**src/rtl/mem_port_arbiter_if.sv**
```systemverilog
// rtl/mem_port_arbiter_if.sv - requester and dual-port memory bundle for mem_port_arbiter
interface mem_port_arbiter_if #(
    parameter int DATA = 72,
    parameter int ADDR = 10,
    parameter int NREQ = 4
);
    logic [NREQ-1:0]      req_valid;
    logic [NREQ-1:0]      req_ready;
    logic [NREQ-1:0]      req_wr;
    logic [NREQ*ADDR-1:0] req_addr;
    logic [NREQ*DATA-1:0] req_din;
    logic [NREQ-1:0]      rsp_valid;
    logic [DATA-1:0]      rsp_data;
    logic [DATA-1:0]      rsp_data_b;
    logic                 a_wr;
    logic [ADDR-1:0]      a_addr;
    logic [DATA-1:0]      a_din;
    logic [DATA-1:0]      a_dout;
    logic                 b_wr;
    logic [ADDR-1:0]      b_addr;
    logic [DATA-1:0]      b_din;
    logic [DATA-1:0]      b_dout;

    modport slave (
        input  req_valid, req_wr, req_addr, req_din, a_dout, b_dout,
        output req_ready, rsp_valid, rsp_data, rsp_data_b,
        output a_wr, a_addr, a_din, b_wr, b_addr, b_din
    );

    modport master (
        output req_valid, req_wr, req_addr, req_din, a_dout, b_dout,
        input  req_ready, rsp_valid, rsp_data, rsp_data_b,
        input  a_wr, a_addr, a_din, b_wr, b_addr, b_din
    );
endinterface

```
**src/rtl/mem_port_arbiter.sv**
```systemverilog
// rtl/mem_port_arbiter.sv - round-robin two-grant arbiter for a dual-port memory (option: MEM_PORT_ARB_COLLISION_EN)
module mem_port_arbiter #(
    parameter int DATA = 72,
    parameter int ADDR = 10,
    parameter int NREQ = 4
) (
    input logic               clk,
    input logic               rst,
    mem_port_arbiter_if.slave bus
);
    localparam int IW = $clog2(NREQ);

    logic [IW-1:0]   ptr, ptr_nxt;
    logic            gnt_a, gnt_b;
    logic [IW-1:0]   id_a, id_b;
    logic            wr_a, wr_b;
    logic [ADDR-1:0] addr_a, addr_b;
    logic [DATA-1:0] din_a, din_b;
    logic            pend_a_v, pend_b_v;
    logic [IW-1:0]   pend_a_id, pend_b_id;

    always_comb begin
        int          idx_i;
        logic [IW-1:0] idx;
        gnt_a  = 1'b0;
        gnt_b  = 1'b0;
        id_a   = '0;
        id_b   = '0;
        wr_a   = 1'b0;
        wr_b   = 1'b0;
        addr_a = '0;
        addr_b = '0;
        din_a  = '0;
        din_b  = '0;
        idx_i  = 0;
        idx    = '0;
        // Scan in rotation order from ptr; first two valid requesters win A then B.
        for (int k = 0; k < NREQ; k++) begin
            idx_i = (int'(ptr) + k) % NREQ;
            idx   = IW'(idx_i);
            if (!rst && bus.req_valid[idx]) begin
                if (!gnt_a) begin
                    gnt_a = 1'b1;
                    id_a  = idx;
                end else if (!gnt_b) begin
                    gnt_b = 1'b1;
                    id_b  = idx;
                end
            end
        end
        for (int i = 0; i < NREQ; i++) begin
            if (id_a == IW'(i)) begin
                wr_a   = bus.req_wr[i];
                addr_a = bus.req_addr[i*ADDR +: ADDR];
                din_a  = bus.req_din[i*DATA +: DATA];
            end
            if (id_b == IW'(i)) begin
                wr_b   = bus.req_wr[i];
                addr_b = bus.req_addr[i*ADDR +: ADDR];
                din_b  = bus.req_din[i*DATA +: DATA];
            end
        end
`ifdef MEM_PORT_ARB_COLLISION_EN
        // Hold back B on a same-address hazard; it keeps its turn because ptr only passes A.
        if (gnt_b && (addr_a == addr_b) && (wr_a || wr_b))
            gnt_b = 1'b0;
`endif
    end

    always_comb begin
        ptr_nxt = ptr;
        if (gnt_b)
            ptr_nxt = (id_b == IW'(NREQ - 1)) ? '0 : id_b + 1'b1;
        else if (gnt_a)
            ptr_nxt = (id_a == IW'(NREQ - 1)) ? '0 : id_a + 1'b1;
    end

    always_comb begin
        bus.req_ready = '0;
        bus.rsp_valid = '0;
        for (int i = 0; i < NREQ; i++) begin
            bus.req_ready[i] = (gnt_a && id_a == IW'(i)) || (gnt_b && id_b == IW'(i));
            bus.rsp_valid[i] = (pend_a_v && pend_a_id == IW'(i)) || (pend_b_v && pend_b_id == IW'(i));
        end
        bus.a_wr   = gnt_a && wr_a;
        bus.a_addr = gnt_a ? addr_a : '0;
        bus.a_din  = gnt_a ? din_a  : '0;
        bus.b_wr   = gnt_b && wr_b;
        bus.b_addr = gnt_b ? addr_b : '0;
        bus.b_din  = gnt_b ? din_b  : '0;
        // A lone port B read is steered onto the primary data lane.
        if (pend_a_v)
            bus.rsp_data = bus.a_dout;
        else if (pend_b_v)
            bus.rsp_data = bus.b_dout;
        else
            bus.rsp_data = '0;
        bus.rsp_data_b = (pend_a_v && pend_b_v) ? bus.b_dout : '0;
    end

    always_ff @(posedge clk or posedge rst) begin
        if (rst) begin
            ptr       <= '0;
            pend_a_v  <= 1'b0;
            pend_b_v  <= 1'b0;
            pend_a_id <= '0;
            pend_b_id <= '0;
        end else begin
            ptr       <= ptr_nxt;
            pend_a_v  <= gnt_a && !wr_a;
            pend_b_v  <= gnt_b && !wr_b;
            pend_a_id <= id_a;
            pend_b_id <= id_b;
        end
    end
endmodule

```
**src/flat_wrapper.sv**
```systemverilog
// flat-port wrapper written by rule: the top's interface ports become plain ports
module mem_port_arbiter_flat 
#(
    parameter int DATA = 72,
    parameter int ADDR = 10,
    parameter int NREQ = 4
)
  (clk, rst, bus_req_valid, bus_req_wr, bus_req_addr, bus_req_din, bus_a_dout, bus_b_dout, bus_req_ready, bus_rsp_valid, bus_rsp_data, bus_rsp_data_b, bus_a_wr, bus_a_addr, bus_a_din, bus_b_wr, bus_b_addr, bus_b_din);
  mem_port_arbiter_if #(.DATA(DATA), .ADDR(ADDR), .NREQ(NREQ)) bus_i ();
  input logic clk;
  input logic rst;
  input wire logic [$bits(bus_i.req_valid)-1:0] bus_req_valid;
  input wire logic [$bits(bus_i.req_wr)-1:0] bus_req_wr;
  input wire logic [$bits(bus_i.req_addr)-1:0] bus_req_addr;
  input wire logic [$bits(bus_i.req_din)-1:0] bus_req_din;
  input wire logic [$bits(bus_i.a_dout)-1:0] bus_a_dout;
  input wire logic [$bits(bus_i.b_dout)-1:0] bus_b_dout;
  output wire logic [$bits(bus_i.req_ready)-1:0] bus_req_ready;
  output wire logic [$bits(bus_i.rsp_valid)-1:0] bus_rsp_valid;
  output wire logic [$bits(bus_i.rsp_data)-1:0] bus_rsp_data;
  output wire logic [$bits(bus_i.rsp_data_b)-1:0] bus_rsp_data_b;
  output wire logic [$bits(bus_i.a_wr)-1:0] bus_a_wr;
  output wire logic [$bits(bus_i.a_addr)-1:0] bus_a_addr;
  output wire logic [$bits(bus_i.a_din)-1:0] bus_a_din;
  output wire logic [$bits(bus_i.b_wr)-1:0] bus_b_wr;
  output wire logic [$bits(bus_i.b_addr)-1:0] bus_b_addr;
  output wire logic [$bits(bus_i.b_din)-1:0] bus_b_din;
  assign bus_i.req_valid = bus_req_valid;
  assign bus_i.req_wr = bus_req_wr;
  assign bus_i.req_addr = bus_req_addr;
  assign bus_i.req_din = bus_req_din;
  assign bus_i.a_dout = bus_a_dout;
  assign bus_i.b_dout = bus_b_dout;
  assign bus_req_ready = bus_i.req_ready;
  assign bus_rsp_valid = bus_i.rsp_valid;
  assign bus_rsp_data = bus_i.rsp_data;
  assign bus_rsp_data_b = bus_i.rsp_data_b;
  assign bus_a_wr = bus_i.a_wr;
  assign bus_a_addr = bus_i.a_addr;
  assign bus_a_din = bus_i.a_din;
  assign bus_b_wr = bus_i.b_wr;
  assign bus_b_addr = bus_i.b_addr;
  assign bus_b_din = bus_i.b_din;
  mem_port_arbiter #(.DATA(DATA), .ADDR(ADDR), .NREQ(NREQ)) u_core (.clk(clk), .rst(rst), .bus(bus_i));
endmodule
```
**config.mk**
```make
export PLATFORM = sky130hd
export DESIGN_NAME = mem_port_arbiter_flat
export DESIGN_NICKNAME = d
export VERILOG_FILES = /design/src/rtl/mem_port_arbiter_if.sv /design/src/rtl/mem_port_arbiter.sv /design/src/flat_wrapper.sv
export SDC_FILE = /design/constraint.sdc
export NUM_CORES = 1
export LEC_CHECK = 0
export ABC_AREA = 0
export BUFFER_PORTS_ARGS = -buffer_cell sky130_fd_sc_hd__buf_2
export CORE_AREA = 2 2 314 316
export CTS_CLUSTER_SIZE = 24
export DETAILED_ROUTE_END_ITERATION = 8
export DIE_AREA = 0 0 316 318
export PLACE_DENSITY = 0.3
export SYNTH_ARGS = -nofsm -noshare
export SYNTH_HDL_FRONTEND = slang
export SYNTH_SLANG_ARGS = --single-unit
```
**constraint.sdc**
```tcl
create_clock -name clk -period 10.7 [get_ports clk]
set_clock_uncertainty 0.1 [all_clocks]
set_input_delay 0.535 -clock clk [delete_from_list [all_inputs] [get_ports clk]]
set_output_delay 0.535 -clock clk [all_outputs]
set_load 0.05 [all_outputs]
```
==> results of run 1 <==
## flip-flops by register name (all words and copies together) (netlist names)
signal,cells
u_core.pend_b_id,2
u_core.ptr,2
u_core.pend_a_id,2
u_core.pend_b_v,1
u_core.pend_a_v,1
## routing by layer
metal	vias to the layer above	GRT usage (%)
li1	6551	-
met5	-	0
met4	34	3.43
met1	6698	18.0
met3	92	4.04
met2	571	29.3
## area by class of cell
type	instances	area, µm²	area share, %
Antenna cell	16	40.0	0.285
Multi-Input combinational cell	1243	7930	56.4
Timing Repair Buffer	819	4160	29.6
Clock buffer	4	78.8	0.560
Inverter	10	37.5	0.267
Tap cell	1287	1610	11.4
Sequential cell	8	205	1.46
## worst paths after layout
kind,to,slack (ns)
min in group clk,u_core.pend_a_v$_DFF_PP0_,0.63
max reg2reg,u_core.pend_a_v$_DFF_PP0_,5.24
min reg2reg,u_core.ptr[1]$_DFFE_PP0P_,0.85
max in group asynchronous,u_core.pend_a_v$_DFF_PP0_,9.72
min,u_core.pend_a_id[1]$_DFF_PP0_,0.36
max,bus_a_addr[9],3.90
## layout by cell type (no fill, tap or decap), types with 5 or more instances in the layout
cell	count
a21oi_1	175
a22o_1	76
nor3_1	87
nor2_1	174
inv_1	9
nor2b_1	173
diode_2	16
buf_2	799
o21ai_0	80
and3b_1	80
dfrtp_1	6
mux2i_1	82
nand2_1	90
o22ai_1	6
buf_4	19
a221oi_1	88
and3_1	72
ha_4	8
nand2b_1	5
## critical path, cell delays in order (launching register included)
cell	delay, ns
dfrtp_1	0.82
mux2i_1	0.20
a21oi_1	0.21
a21boi_0	0.49
ha_1	0.34
nor3b_1	0.22
a41o_1	0.18
nor2_1	0.15
inv_1	0.21
ha_4	0.53
buf_4	0.66
nor2b_1	0.36
a221oi_1	0.14
nor3_1	0.18
a21oi_1	0.08
nor2_1	0.62
buf_2	0.39
## metrics by stage
stage	instance area, µm²	hold WS (ns)	std cells	power (mW)	worst slack (ns)
after global routing	14000	0.394	3378	4.53	3.22
final	14100	0.355	3387	4.21	3.90
after floorplan	8780	0.447	1441	2.94	6.05
after CTS	14000	0.360	3371	4.29	3.61
after detailed placement	13900	0.612	3367	4.21	3.87
after global placement	13900	0.622	3367	4.22	3.93
## power breakdown
group	total [mW]	internal [mW]	switching (mW)
Sequential	0.0897	0.0423	0.0475
Combinational	4.05	1.11	2.94
Clock	0.0669	0.0499	0.0170
Total	4.21	1.21	3.01
## cell families (layout without fill, tap and decap cells)
group,after synthesis,in the layout,synth area share (%)
and+or+nand+nor,696,696,43.2
muxes,87,87,10.5
other,0,16,0
xor gates and xnor gates,2,2,0.200
AOI/OAI and AO/OA,447,447,33.5
adders and majority gates,11,11,1.54
DFF,8,8,2.28
buffers and inverters,190,833,8.82
==> summary.txt, run 1 <==
Status
  – Status: finished clean

Worst setup path
  – R2R Path Start: u_core.ptr[1]$_DFFE_PP0P_
  – CP Launch Point: u_core.ptr[1]$_DFFE_PP0P_
  – R2r worst-path depth: 15
  – CP Launch Type: register
  – Critical Path Sink Type: primary output
  – Req. time, crit path: 10.07 ns
  – Crit path DAT: 6.16 ns
  – CP Class: reg2out
  – Critical Path Fanout Max: 45

Floorplan
  – Total core area: 97400 µm²
  – Starting density of the core: 9.01%
  – Die span in y: 318 µm
  – Placement Rows: 115
  – Ports: 800
  – Die W: 316 µm
  – Die area: 100000 µm²

Timing
  – Final Setup Violations: 0
  – Fmax achieved: 147 MHz
  – Final setup TNS: 0 ns
  – Final number of hold-violating endpoints: 0
  – Minimum clock period after layout: 6.80 ns
  – Slew @ Worst Pin: 1.14 ns
  – Max-slew violation count: 0
  – Worst rel slew slack: 23.7%
  – Final period util: 63.5%
  – Unrepaired setup endpoints after global routing: false

Placement
  – Hpwl dp: 68900 µm
  – Routability congestion estimate: 0.935
  – Number of port buffers: 799

Routing
  – DRT Pass-1 Iters: 5
  – Via density: 4.12
  – Routed WL per cell: 25.1 µm
  – ANT nets after route: 0
  – Detailed Route WL: 85200 µm
  – Met2 WL: 43400 µm
  – Uppermost layer routed: met5
  – Via count: 13.9k
  – DR DRC count: 0
  – Detailed Route Iter0 Violations: 823
  – Wl on met1: 33000 µm
  – Met3 WL: 6580 µm

Yosys
  – Yosys top cell by area: nor2b_1
  – Synth Warn #: 0
  – Post-synth EDFFs: 0
  – Syn_nets: 1933
  – Post-synthesis sequential element count: 8
  – Mapped cell area: 8780 µm²
  – Synth async-reset ratio: 100%
  – Most used flip-flop cell after synthesis: dfrtp_1
  – Synth cell types: 54
  – Count leader, synth: a21oi_1
  – Top cell type's share of synthesized area: 12.4%
  – Top post-synthesis cells by area: nor2b_1 12%, a21oi_1 10%, mux2i_1 9.3%, a221oi_1 8.8%, and3b_1 8.0%
  – Seq/Total Area, Yosys: 2.28%
  – Synthesized area per cell: 6.09 µm²
  – Cell count after synthesis: 1441
  – Synth cell count leaders: 175 x a21oi_1, 174 x nor2_1, 174 x nor2b_1, 128 x clkbuf_1, 90 x nand2_1

Clock network
  – Postcts setup bufs: 0
  – CTS Buf Count: 3
  – PostCTS Resize Cnt: 0
  – CTS tree: yes
  – Clock transition at path regs: 0.04 ns
  – Post-CTS Hold Fix Bufs: 0
  – Clock sink count: 8
  – CTS root buf: clkbuf_16
  – Skew-Pair Late Insertion Delay: 0.23 ns
  – CTS H-tree depth: 1
  – Maximum clock insertion buffer count: 2

Global route
  – Vias in the first global route: 14.1k
  – Total global routing overflow: 0
  – First-pass GRT wire length: 114000 µm
  – Initial antenna violation count: 50
  – Largest net degree at the start of global routing: 116
  – GRT Util Overall: 15.9%

Layout
  – Fraction of layout cells with a size suffix above 1: 40.5%
  – NumNets Final: 2577
  – Filler cell count: 11.6k
  – Final core utilization: 14.4%
  – P&R area growth vs syn: 60.2%

Worst hold path
  – Hold Crit Class: in2async

Pwr
  – P_leak: 6.79 nW
  – Pwr Density: 299 nW/µm²
  – Worst vdd ir: 0.124 mV

Job
  – Total of max-cap violations: 0
Note: power is estimated with default switching activity, not from simulation.
==> inputs of run 2 (changes only) <==
--- a/config.mk
+++ b/config.mk
@@ -5,7 +5,7 @@
 export SDC_FILE = /design/constraint.sdc
 export NUM_CORES = 1
 export LEC_CHECK = 0
-export ABC_AREA = 0
+export ABC_AREA = 1
 export BUFFER_PORTS_ARGS = -buffer_cell sky130_fd_sc_hd__buf_2
 export CORE_AREA = 2 2 314 316
 export CTS_CLUSTER_SIZE = 24
==> constraint.sdc (replaced) <==
create_clock -name clk -period 6.72 [get_ports clk]
set_clock_uncertainty 0.1 [all_clocks]
set_input_delay 0.336 -clock clk [delete_from_list [all_inputs] [get_ports clk]]
set_output_delay 0.336 -clock clk [all_outputs]
set_load 0.05 [all_outputs]
==> summary.txt, run 2 <==
Status
  – Status: finished clean

Global route
  – GRT Util Overall: 15.9%
  – Largest net degree at the start of global routing: 78
  – Total global routing overflow: 0
  – First-pass GRT wire length: 115000 µm
  – Initial antenna violation count: 29
  – Vias in the first global route: 14.5k

Timing
  – Unrepaired setup endpoints after global routing: false
  – Hold WS: 0.0277 ns
  – Worst rel slew slack: 41.4%
  – Max-slew violation count: 0
  – Final period util: 84.5%
  – Final Setup Violations: 0
  – Minimum clock period after layout: 5.68 ns
  – Fmax achieved: 176 MHz
  – Slew @ Worst Pin: 0.880 ns
  – Final setup TNS: 0 ns
  – Final number of hold-violating endpoints: 0

Routing
  – Routed WL per cell: 23.8 µm
  – DRT Pass-1 Iters: 5
  – Via count: 14.5k
  – DR DRC count: 0
  – ANT nets after route: 0
  – Via density: 4.07
  – Detailed Route WL: 84900 µm
  – Detailed Route Iter0 Violations: 658

Floorplan
  – Placement Rows: 115
  – Ports: 800
  – Die area: 100000 µm²
  – Die W: 316 µm
  – Total core area: 97400 µm²
  – Die span in y: 318 µm
  – Starting density of the core: 8.11%

Worst setup path
  – Critical Path Fanout Max: 53
  – Crit path largest cell delay: 0.65 ns
  – R2r worst-path depth: 18
  – CP Launch Type: register
  – Crit path cell chain: inv_2 > nand2_1 > nand3_1 > nand3_2 > inv_1 > ha_1 > nand3b_1 > nand3_1 > nand3_1 > nand2_1 > inv_1 > ha_1 > inv_4 > nand2_4 > buf_12 > o22ai_1 > nand2_1 > a211oi_1 > buf_2
  – Req. time, crit path: 6.28 ns
  – Crit path DAT: 5.24 ns
  – CP Class: reg2out
  – Slowest-stage cell, CP: dfrtp_1
  – Critical Path Sink Type: primary output

Layout
  – Final core utilization: 13.7%
  – Biggest regs: u_core.pend_a_id x2, u_core.pend_b_id x2, u_core.ptr x2
  – Fraction of layout cells with a size suffix above 1: 39.0%
  – P&R area growth vs syn: 69.1%
  – Most common cell after layout, fill and taps aside: buf_2
  – Commonest cells after routing, fill and taps aside: 799 x buf_2, 369 x nand2_1, 258 x inv_1
  – Filler cell count: 11.7k
  – Area of the multi-input gates: 6140 µm²
  – Reg area: 204 µm²
  – NumNets Final: 2763
  – Fin cells: 3562

Clock network
  – Maximum clock insertion buffer count: 2
  – Clock transition at path regs: 0.04 ns
  – PostCTS Resize Cnt: 0
  – Skew-Pair Late Insertion Delay: 0.23 ns
  – Clock sink count: 8
  – CTS Buf Count: 3
  – CTS tree: yes
  – Post-CTS Hold Fix Bufs: 0
  – CTS H-tree depth: 1
  – CTS root buf: clkbuf_16
  – Postcts setup bufs: 0

Placement
  – Routability congestion estimate: 0.921
  – Hpwl dp: 67400 µm
  – DP Cell Count: 3553
  – Number of port buffers: 799

Yosys
  – Top cell type's share of synthesized area: 17.7%
  – Synth cell count leaders: 373 x nand2_1, 264 x inv_1, 242 x nor2_1, 169 x o22ai_1, 124 x clkbuf_1
  – Top post-synthesis cells by area: nand2_1 18%, o22ai_1 13%, inv_1 13%, nor2_1 12%, a211oi_1 7.9%
  – Synth Warn #: 0
  – Seq/Total Area, Yosys: 2.54%
  – Syn_nets: 2081
  – Synth cell types: 34
  – Count leader, synth: nand2_1
  – Synth async-reset ratio: 100%
  – Yosys top cell by area: nand2_1
  – Mapped cell area: 7900 µm²
  – Most used flip-flop cell after synthesis: dfrtp_1
  – Post-synthesis sequential element count: 8
  – Post-synth EDFFs: 0
  – Synthesized area per cell: 4.97 µm²
  – Cell count after synthesis: 1589

Job
  – Total of max-cap violations: 0

Worst hold path
  – Hold Crit Class: in2async
run 2: worst paths after layout:
check / start / slack, ns / endpoint
max in group asynchronous: rst / 6.15 / u_core.pend_a_v$_DFF_PP0_
setup reg to reg: u_core.ptr[0]$_DFFE_PP0P_ / 2.24 / u_core.pend_a_v$_DFF_PP0_
hold reg to reg: u_core.ptr[1]$_DFFE_PP0P_ / 0.59 / u_core.ptr[1]$_DFFE_PP0P_
hold / removal: rst / 0.03 / u_core.ptr[0]$_DFFE_PP0P_
setup / recovery: u_core.ptr[0]$_DFFE_PP0P_ / 1.04 / bus_a_addr[9]
min in group clk: bus_req_wr[3] / 0.49 / u_core.pend_a_v$_DFF_PP0_
run 2: through the flow:
stage               instance area, µm²  setup WS (ns)
CTS                              13300          0.933
detailed placement               13300           1.12
floorplan                         7900           2.38
global route                     13400          0.589
global placement                 13300           1.09
finish                           13400           1.04
run 2: final cells by class:
| type | instances | area share [%] |
|---|---|---|
| diodes | 5 | 0.0937 |
| clock buffers | 4 | 0.590 |
| inverters | 269 | 7.71 |
| multi-input cells | 1163 | 46.0 |
| flip-flops and latches | 8 | 1.53 |
| well taps | 1287 | 12.1 |
| repair buffers | 826 | 32.0 |
run 2: cells by family after synthesis:
logic type               synth area share [%]
multiplexers                            0.127
flip-flops                               2.54
adder cells (fa/ha/maj)                  1.58
AO/OA/AOI/OAI                            43.0
AND/OR/NAND/NOR                          32.3
buffers and inverters                    20.4
run 2: critical path: cells and delay by family, from the launching register on:
family / cells / cell delay, ns
fa+ha+maj: 2 / 0.54
buf+inv: 6 / 1.57
flops: 1 / 0.65
simple gates: 9 / 1.48
compound gates: 2 / 0.67
run 2: metal layers:
layer  share of wire, %  vias to the layer above  GRT usage, %  routed length (µm)
li1                   -                     6706             -                   -
met1                 39                     6952          18.5               33300
met2                 51                      706          29.3               43000
met3                7.3                      106          3.46                6230
met4                2.6                       24          3.48                2230
met5               0.18                        -             0                 153
Power of run 2 is left out: the tool's default activity adds up to more than one toggle a clock period on the data nets, which glitch-free logic cannot reach.
